$ cat config.mk
export PLATFORM = sky130hd
export DESIGN_NAME = spi_master_sequencer_flat
export DESIGN_NICKNAME = d
export VERILOG_FILES = /design/src/rtl/spi_master_sequencer_if.sv /design/src/rtl/spi_master_sequencer.sv /design/src/flat_wrapper.sv
export SDC_FILE = /design/constraint.sdc
export NUM_CORES = 1
export LEC_CHECK = 0
export BUFFER_PORTS_ARGS = -buffer_cell sky130_fd_sc_hd__buf_2
export CAP_MARGIN = 30
export CORE_UTILIZATION = 40
export CTS_CLUSTER_DIAMETER = 120
export DETAILED_ROUTE_END_ITERATION = 8
export PLACE_DENSITY = 0.65
export REMOVE_ABC_BUFFERS = 1
export SLEW_MARGIN = 40
export SYNTH_ARGS = -nofsm -noshare
export SYNTH_HDL_FRONTEND = slang
export SYNTH_SLANG_ARGS = --single-unit
$ cat constraint.sdc
create_clock -name i_clk -period 5.8 [get_ports i_clk]
set_clock_uncertainty 0.2 [all_clocks]
set_input_delay 0.58 -clock i_clk [delete_from_list [all_inputs] [get_ports i_clk]]
set_output_delay 0.58 -clock i_clk [all_outputs]
set_load 0.02 [all_outputs]
$ cat src/rtl/spi_master_sequencer_if.sv
// Host byte-stream bundle for spi_master_sequencer.
// master = host logic, slave = sequencer.
interface spi_master_sequencer_if;
   logic [7:0] i_tx_data;
   logic       i_tx_valid;
   logic       i_tx_last;
   logic       o_tx_ready;
   logic [7:0] o_rx_data;
   logic       o_rx_valid;

   modport master (
      output i_tx_data, i_tx_valid, i_tx_last,
      input  o_tx_ready, o_rx_data, o_rx_valid
   );

   modport slave (
      input  i_tx_data, i_tx_valid, i_tx_last,
      output o_tx_ready, o_rx_data, o_rx_valid
   );
endinterface

$ cat src/rtl/spi_master_sequencer.sv
// Mode-0 MSB-first SPI byte master sequencing an external clock_divider.
// SPI_SEQ_LOOPBACK_EN: the rx shifter samples o_mosi instead of i_miso.
module spi_master_sequencer #(
   parameter int unsigned CS_HOLD_CYCLES = 2
) (
   input  logic                    i_clk,
   input  logic                    i_rst_n,
   input  logic [7:0]              i_divisor,
   spi_master_sequencer_if.slave   bus,
   output logic [8:0]              o_div_config,
   output logic                    o_div_start_n,
   input  logic                    i_div_ready,
   input  logic                    i_div_clk,
   input  logic                    i_div_rising_edge,
   input  logic                    i_div_falling_edge,
   output logic                    o_sclk,
   output logic                    o_mosi,
   input  logic                    i_miso,
   output logic                    o_cs_n,
   output logic                    o_busy
);

   localparam logic [2:0] S_IDLE        = 3'd0;
   localparam logic [2:0] S_CS_SETUP    = 3'd1;
   localparam logic [2:0] S_CONFIG      = 3'd2;
   localparam logic [2:0] S_CONFIG_WAIT = 3'd3;
   localparam logic [2:0] S_START       = 3'd4;
   localparam logic [2:0] S_SHIFT       = 3'd5;
   localparam logic [2:0] S_BYTE_DONE   = 3'd6;
   localparam logic [2:0] S_CS_HOLD     = 3'd7;

   localparam logic [7:0] HOLD_LAST = 8'(CS_HOLD_CYCLES - 1);

   logic [2:0] r_state;
   logic [7:0] r_cnt;
   logic [7:0] r_tx;
   logic [7:0] r_rx;
   logic [7:0] r_div;
   logic [7:0] r_cfg_div;
   logic [7:0] r_rx_data;
   logic       r_last;
   logic       r_cfg_vld;
   logic       r_seen_low;
   logic       r_cs_n;
   logic       r_mosi;
   logic       r_rx_valid;

   logic [7:0] w_div_even;
   logic [7:0] w_div_norm;
   logic       w_accept;
   logic       w_cfg_stb;
   logic       w_start_stb;
   logic       w_hold_done;
   logic       w_need_cfg;
   logic       w_rx_bit;

`ifdef SPI_SEQ_LOOPBACK_EN
   logic w_unused_miso;
   assign w_unused_miso = i_miso;
   assign w_rx_bit      = r_mosi;
`else
   assign w_rx_bit      = i_miso;
`endif

   assign w_div_even  = {i_divisor[7:1], 1'b0};
   assign w_div_norm  = (w_div_even == 8'd0) ? 8'd2 : w_div_even;
   assign w_cfg_stb   = (r_state == S_CONFIG) & i_div_ready;
   assign w_start_stb = (r_state == S_START) & i_div_ready;
   assign w_hold_done = (r_cnt == HOLD_LAST);
   assign w_need_cfg  = !r_cfg_vld | (r_div != r_cfg_div);
   assign w_accept    = bus.i_tx_valid & bus.o_tx_ready;

   assign bus.o_tx_ready = (r_state == S_IDLE) |
                           ((r_state == S_BYTE_DONE) & !r_last);
   assign bus.o_rx_data  = r_rx_data;
   assign bus.o_rx_valid = r_rx_valid;

   // Divisor bits are only meaningful during the strobe cycle.
   assign o_div_config  = {w_cfg_stb ? r_div : 8'h00, w_cfg_stb};
   assign o_div_start_n = !w_start_stb;
   assign o_sclk        = i_div_clk;
   assign o_mosi        = r_mosi;
   assign o_cs_n        = r_cs_n;
   assign o_busy        = (r_state != S_IDLE);

   always_ff @(posedge i_clk or negedge i_rst_n) begin
      if (!i_rst_n) begin
         r_state    <= S_IDLE;
         r_cnt      <= 8'd0;
         r_tx       <= 8'd0;
         r_rx       <= 8'd0;
         r_div      <= 8'd0;
         r_cfg_div  <= 8'd0;
         r_rx_data  <= 8'd0;
         r_last     <= 1'b0;
         r_cfg_vld  <= 1'b0;
         r_seen_low <= 1'b0;
         r_cs_n     <= 1'b1;
         r_mosi     <= 1'b0;
         r_rx_valid <= 1'b0;
      end else begin
         r_rx_valid <= 1'b0;
         unique case (r_state)
            S_IDLE: begin
               if (w_accept) begin
                  r_tx    <= bus.i_tx_data;
                  r_last  <= bus.i_tx_last;
                  r_div   <= w_div_norm;
                  r_mosi  <= bus.i_tx_data[7];
                  r_cs_n  <= 1'b0;
                  r_cnt   <= 8'd0;
                  r_state <= S_CS_SETUP;
               end
            end
            S_CS_SETUP: begin
               if (w_hold_done)
                  r_state <= w_need_cfg ? S_CONFIG : S_START;
               else
                  r_cnt <= r_cnt + 8'd1;
            end
            S_CONFIG: begin
               if (i_div_ready) begin
                  r_cfg_div  <= r_div;
                  r_cfg_vld  <= 1'b1;
                  r_seen_low <= 1'b0;
                  r_state    <= S_CONFIG_WAIT;
               end
            end
            S_CONFIG_WAIT: begin
               if (!i_div_ready)
                  r_seen_low <= 1'b1;
               else if (r_seen_low)
                  r_state <= S_START;
            end
            S_START: begin
               if (i_div_ready) begin
                  r_seen_low <= 1'b0;
                  r_rx       <= 8'd0;
                  r_state    <= S_SHIFT;
               end
            end
            S_SHIFT: begin
               if (i_div_rising_edge)
                  r_rx <= {r_rx[6:0], w_rx_bit};
               if (i_div_falling_edge) begin
                  r_tx   <= {r_tx[6:0], 1'b0};
                  r_mosi <= r_tx[6];
               end
               // Ready must drop before its return marks the byte end.
               if (!i_div_ready) begin
                  r_seen_low <= 1'b1;
               end else if (r_seen_low) begin
                  r_rx_data  <= r_rx;
                  r_rx_valid <= 1'b1;
                  r_state    <= S_BYTE_DONE;
               end
            end
            S_BYTE_DONE: begin
               if (r_last) begin
                  r_cnt   <= 8'd0;
                  r_state <= S_CS_HOLD;
               end else if (bus.i_tx_valid) begin
                  r_tx    <= bus.i_tx_data;
                  r_last  <= bus.i_tx_last;
                  r_mosi  <= bus.i_tx_data[7];
                  r_state <= S_START;
               end
            end
            S_CS_HOLD: begin
               if (w_hold_done) begin
                  r_cs_n  <= 1'b1;
                  r_mosi  <= 1'b0;
                  r_state <= S_IDLE;
               end else begin
                  r_cnt <= r_cnt + 8'd1;
               end
            end
            default: r_state <= S_IDLE;
         endcase
      end
   end

endmodule
$ cat src/flat_wrapper.sv
// flat-port wrapper written by rule: the top's interface ports become plain ports
module spi_master_sequencer_flat 
#(
   parameter int unsigned CS_HOLD_CYCLES = 2
)
  (i_clk, i_rst_n, i_divisor, o_div_config, o_div_start_n, i_div_ready, i_div_clk, i_div_rising_edge, i_div_falling_edge, o_sclk, o_mosi, i_miso, o_cs_n, o_busy, bus_i_tx_data, bus_i_tx_valid, bus_i_tx_last, bus_o_tx_ready, bus_o_rx_data, bus_o_rx_valid);
  spi_master_sequencer_if bus_i ();
  input  logic i_clk;
  input  logic i_rst_n;
  input  logic [7:0] i_divisor;
  output logic [8:0] o_div_config;
  output logic o_div_start_n;
  input  logic i_div_ready;
  input  logic i_div_clk;
  input  logic i_div_rising_edge;
  input  logic i_div_falling_edge;
  output logic o_sclk;
  output logic o_mosi;
  input  logic i_miso;
  output logic o_cs_n;
  output logic o_busy;
  input wire logic [$bits(bus_i.i_tx_data)-1:0] bus_i_tx_data;
  input wire logic [$bits(bus_i.i_tx_valid)-1:0] bus_i_tx_valid;
  input wire logic [$bits(bus_i.i_tx_last)-1:0] bus_i_tx_last;
  output wire logic [$bits(bus_i.o_tx_ready)-1:0] bus_o_tx_ready;
  output wire logic [$bits(bus_i.o_rx_data)-1:0] bus_o_rx_data;
  output wire logic [$bits(bus_i.o_rx_valid)-1:0] bus_o_rx_valid;
  assign bus_i.i_tx_data = bus_i_tx_data;
  assign bus_i.i_tx_valid = bus_i_tx_valid;
  assign bus_i.i_tx_last = bus_i_tx_last;
  assign bus_o_tx_ready = bus_i.o_tx_ready;
  assign bus_o_rx_data = bus_i.o_rx_data;
  assign bus_o_rx_valid = bus_i.o_rx_valid;
  spi_master_sequencer #(.CS_HOLD_CYCLES(CS_HOLD_CYCLES)) u_core (.i_clk(i_clk), .i_rst_n(i_rst_n), .i_divisor(i_divisor), .bus(bus_i), .o_div_config(o_div_config), .o_div_start_n(o_div_start_n), .i_div_ready(i_div_ready), .i_div_clk(i_div_clk), .i_div_rising_edge(i_div_rising_edge), .i_div_falling_edge(i_div_falling_edge), .o_sclk(o_sclk), .o_mosi(o_mosi), .i_miso(i_miso), .o_cs_n(o_cs_n), .o_busy(o_busy));
endmodule
# After elaboration in Yosys (flattened, before gate mapping)
# Cells that the tools add are included.
# word_totals
regBits	56
in_bits	25
elab_cells	120
# classes
add_sub_neg	1
n_eq_ne	27
mux	46
bitwise	6
n_reduce_logical	27
# ops
operator	n
two-way mux 8 bit	7
two-way mux 3 bit	12
two-way mux 7 bit	4
case mux 3 bit (8 select lines)	1
case mux 8 bit (3 select lines)	1
case mux 7 bit (3 select lines)	1
inequality test 2 bit (second input constant)	10
case mux 8 bit (2 select lines)	1
two-way mux 1 bit	15
inequality test 2 x 1 -> 1 bit (second input constant)	7
equality test 3 bit (second input constant)	4
AND reduction 3 bit	4
AND reduction 10 bit	1
nonzero test 3 bit	3
adder 8 x 1 -> 8 bit (second input constant)	1
equality test 8 x 1 -> 1 bit (second input constant)	1
logical NOT 8 bit	1
inequality test 8 bit	1
nonzero test 2 bit	4
equality test 3 x 2 -> 1 bit (second input constant)	2
case mux 1 bit (2 select lines)	3
AND reduction 2 bit	3
AND reduction 6 bit	1
OR reduction 2 bit	3
other kinds (10)	16

# Logic depth before layout (Yosys ltp)
# logic_depth
depth_word	6
depth_mapped	7

# Least setup slack after synthesis
# OpenSTA, ideal clock, no wires.
# synth_timing
path_kind	flip-flop to output port
from	register u_core.r_state[1]
to	output o_div_config[2]
t_arrival_ns	1.494
t_required_ns	5.020
path_slack_ns	3.526
stages_incl_launch_ff	6
path_buffers	2
cell_sequence	dfrtp_1 buf_4 inv_2 nor4_4 buf_4 and2_1
# synth_via
elab_chain_cells	3
# synth_lines
element	line	rtl
from (decl)	spi_master_sequencer.sv:34	logic [2:0] r_state;
from (signal assigned)	spi_master_sequencer.sv:117	r_state <= w_need_cfg ? S_CONFIG : S_START;
equality test 3 x 2 -> 1 bit	spi_master_sequencer.sv:67	assign w_cfg_stb = (r_state == S_CONFIG) & i_div_ready;
AND 1 bit	spi_master_sequencer.sv:67	
named net u_core.w_cfg_stb	spi_master_sequencer.sv:51	logic w_cfg_stb;
two-way mux 8 bit	spi_master_sequencer.sv:79	assign o_div_config = {w_cfg_stb ? r_div : 8'h00, w_cfg_stb};
to (decl)	flat_wrapper.sv:11	output logic [8:0] o_div_config;
# The timed path passes the listed nets, and every way through them passes these cells.

# Worst setup path after layout
# layout_timing
from	register u_core.r_state[1]
to	output o_div_config[3]
# layout_via
elab_chain_cells	3
# layout_lines
element	line
equality test 3 x 2 -> 1 bit	spi_master_sequencer.sv:67
AND 1 bit	spi_master_sequencer.sv:67
two-way mux 8 bit	spi_master_sequencer.sv:79
# No other way between the ends.

==> reports/summary.txt <==
status: completed
worst slew pin tran: 0.7243 ns
post-route setup slack: 2.869 ns
clock tree buffer depth: 2
max_cap viols: 0
DRC errors left: 0
FP Rows: 29
setup violators final: 0
Post-Synth Adder-Cell Area: 0.009430
Synth area leader: dfrtp_1
Yosys top cell area share: 0.4998
largest family of logic cells by synthesized area: simple AND/OR/NAND/NOR gates
top cells by area, synth: dfrtp_1, mux2_2, nand2_1, a22o_1, o21ai_0
post_cts resized: 0
GPL Wtd Cong: 0.8213
Synth Area in Compound Gates: 0.1429
Post-Place Cell Area: 2897 µm²
Final Slew Violations: 0
Die X: 83.45 µm
Die H: 83.45 µm
post-synthesis cell count: 248
share of cells above drive strength 1: 0.2917
Design Power: 1.422 mW
Core Region: 6386 µm²
post-synthesis sequential area ratio: 0.5097
commonest cells in the synthesized netlist: dfrtp_1, nand2_1, mux2_2
GRT overflow: 0
Yosys reg bits: 54
Post-Synth XOR/XNOR Area: 0.03583
dpl ws: 3.074 ns
Initial Util: 0.4156
Slew HR: 0.5172
HP Class: primary input to asynchronous set/reset pin
Iter 0 DRT Violations: 138
crit path time final: 2.931 ns
post-route setup TNS: 0 ns
post-synth cell types: 48
critical path type: flip-flop to output port
CTS Root Cell: clkbuf_8
main flop type after synthesis: dfrtp_1
worst IR drop on VDD: 0.2392 mV
Pwr per Cell Area: 472.5 nW/µm²
leakage power: 1.430 nW
Area growth syn-to-layout: 13.39%
Clock transition at path regs: 0.10 ns
simple-gate share of the synthesized area: 0.1556
die area: 6964 µm²
Final Cycle Share: 0.5053
Avg Inst Size Synth: 10.70 µm²
Nets: 314
Vias per Instance: 5.301
Via Count: 1935
type of origin of the critical path: flip-flop
EDFF count, synth: 0
CTS Hold Bufs: 0
crit path capture type: output port
Yosys Warn Count: 0
Total GRT Usage: 0.1569
wire length per cell: 13.75 µm
vias in the first global route: 1894
diodes inserted: 0
WP data arrival: 2.15 ns
multiplexer share of the synthesized area: 0.1033
unrepaired setup endpoints after global routing: no
Detailed Routing Iterations Pass 1: 4
Mapped Area: 2654 µm²
first-pass GRT wire length: 8.921 mm
worst skew pair latency: 0.31 ns
worst endpoint required time: 5.02 ns
cell area after layout: 3009 µm²
I/O pin cnt: 49
clk sinks: 54
cts bufs inserted: 5
Crit Path Max Fanout: 13
largest net degree at the start of global routing: 55
buffer count from post-CTS setup fixing: 0
hold violation count in the final report: 0
FMAX: 341.2 MHz
Async S/R FF share, synth: 1.000
Port Buffers: 44
CTS tree: built
count leader, synth: dfrtp_1
post-DP HPWL: 3.489 mm
WHS: 0.1779 ns
total routed wirelength: 5.019 mm
H-Tree Depth: 2
Routed Antenna Nets: 0
initial antenna violation count: 0
kinds of logic after synthesis:
family,count (synthesis)
and+or+nand+nor,79
buffers and inverters,22
AOI/OAI and AO/OA,56
muxes,24
adders and majority gates,2
xor gates and xnor gates,10
other,1
DFF,54
sequential cells by signal (all words and copies together), names as in the netlist, 3 cells and up:
register / flops
u_core.r_state: 3
u_core.r_tx: 7
u_core.r_rx: 8
u_core.r_div: 7
u_core.r_cnt: 8
u_core.bus.o_rx_data: 8
u_core.r_cfg_div: 7
worst max-delay path: stages (launching register included):
cell     delay, ns
dfrtp_1       0.62
inv_2         0.17
nor4_4        0.51
buf_4         0.25
and2_1        0.13
buf_2         0.15
metal layers:
| layer | up-vias | track usage | share of wire |
|---|---|---|---|
| li1 | 957 | - | - |
| met4 | 0 | 0.04160 | 0.0098 |
| met2 | 43 | 0.2340 | 0.44 |
| met3 | 5 | 0.03660 | 0.046 |
| met1 | 930 | 0.2303 | 0.51 |
| met5 | - | 0 | 0 |
per-stage QoR:
stage	utilization	std cells
global placement	0.4536	356
global route	0.4712	365
CTS	0.4700	364
detailed placement	0.4536	356
finish	0.4712	365
floorplan	-	234
worst paths after layout:
check                                  start                       to  slack, ns  cells after the start
setup / recovery           u_core.r_state[1]          o_div_config[3]       2.87                      5
hold / removal                       i_rst_n           u_core.r_tx[4]       0.18                      2
setup reg to reg           u_core.r_state[0]  u_core.bus.o_rx_data[1]       3.07                      4
hold reg to reg             u_core.r_cfg_vld         u_core.r_cfg_vld       0.28                      1
max in group asynchronous            i_rst_n          u_core.r_cnt[0]       4.75                      2
min in group i_clk          u_core.r_cfg_vld         u_core.r_cfg_vld       0.28                      1
report_power, final:
group          switching [mW]  internal [mW]
combinational           0.300          0.257
clock                   0.125          0.110
sequential              0.129          0.502
cell usage in the layout, fill, tap and decap left out, types with 2 or more instances in the layout:
master / count
a21oi_1: 7
buf_4: 2
and2_1: 9
nand3b_1: 3
and3_1: 5
nor2_1: 15
clkbuf_8: 7
a31oi_1: 6
ha_1: 2
a22o_1: 9
nor2b_1: 4
dfrtp_1: 53
xnor2_1: 8
o22ai_1: 2
o41ai_1: 2
o31ai_1: 5
buf_2: 44
nand4_1: 2
mux2_2: 22
inv_1: 7
nand3_1: 9
nand2_1: 24
o21ai_0: 15
layout make-up:
cell class                 instances  area [µm²]
multi-input combinational        172        1190
timing repair buffer              46       235.2
sequential                        54        1353
clock inverter                     1       8.758
tap                               77       96.34
clock buffer                       7       96.34
fill                             606        3377
inverter                           8       30.03
(Power assumes the default switching activity.)
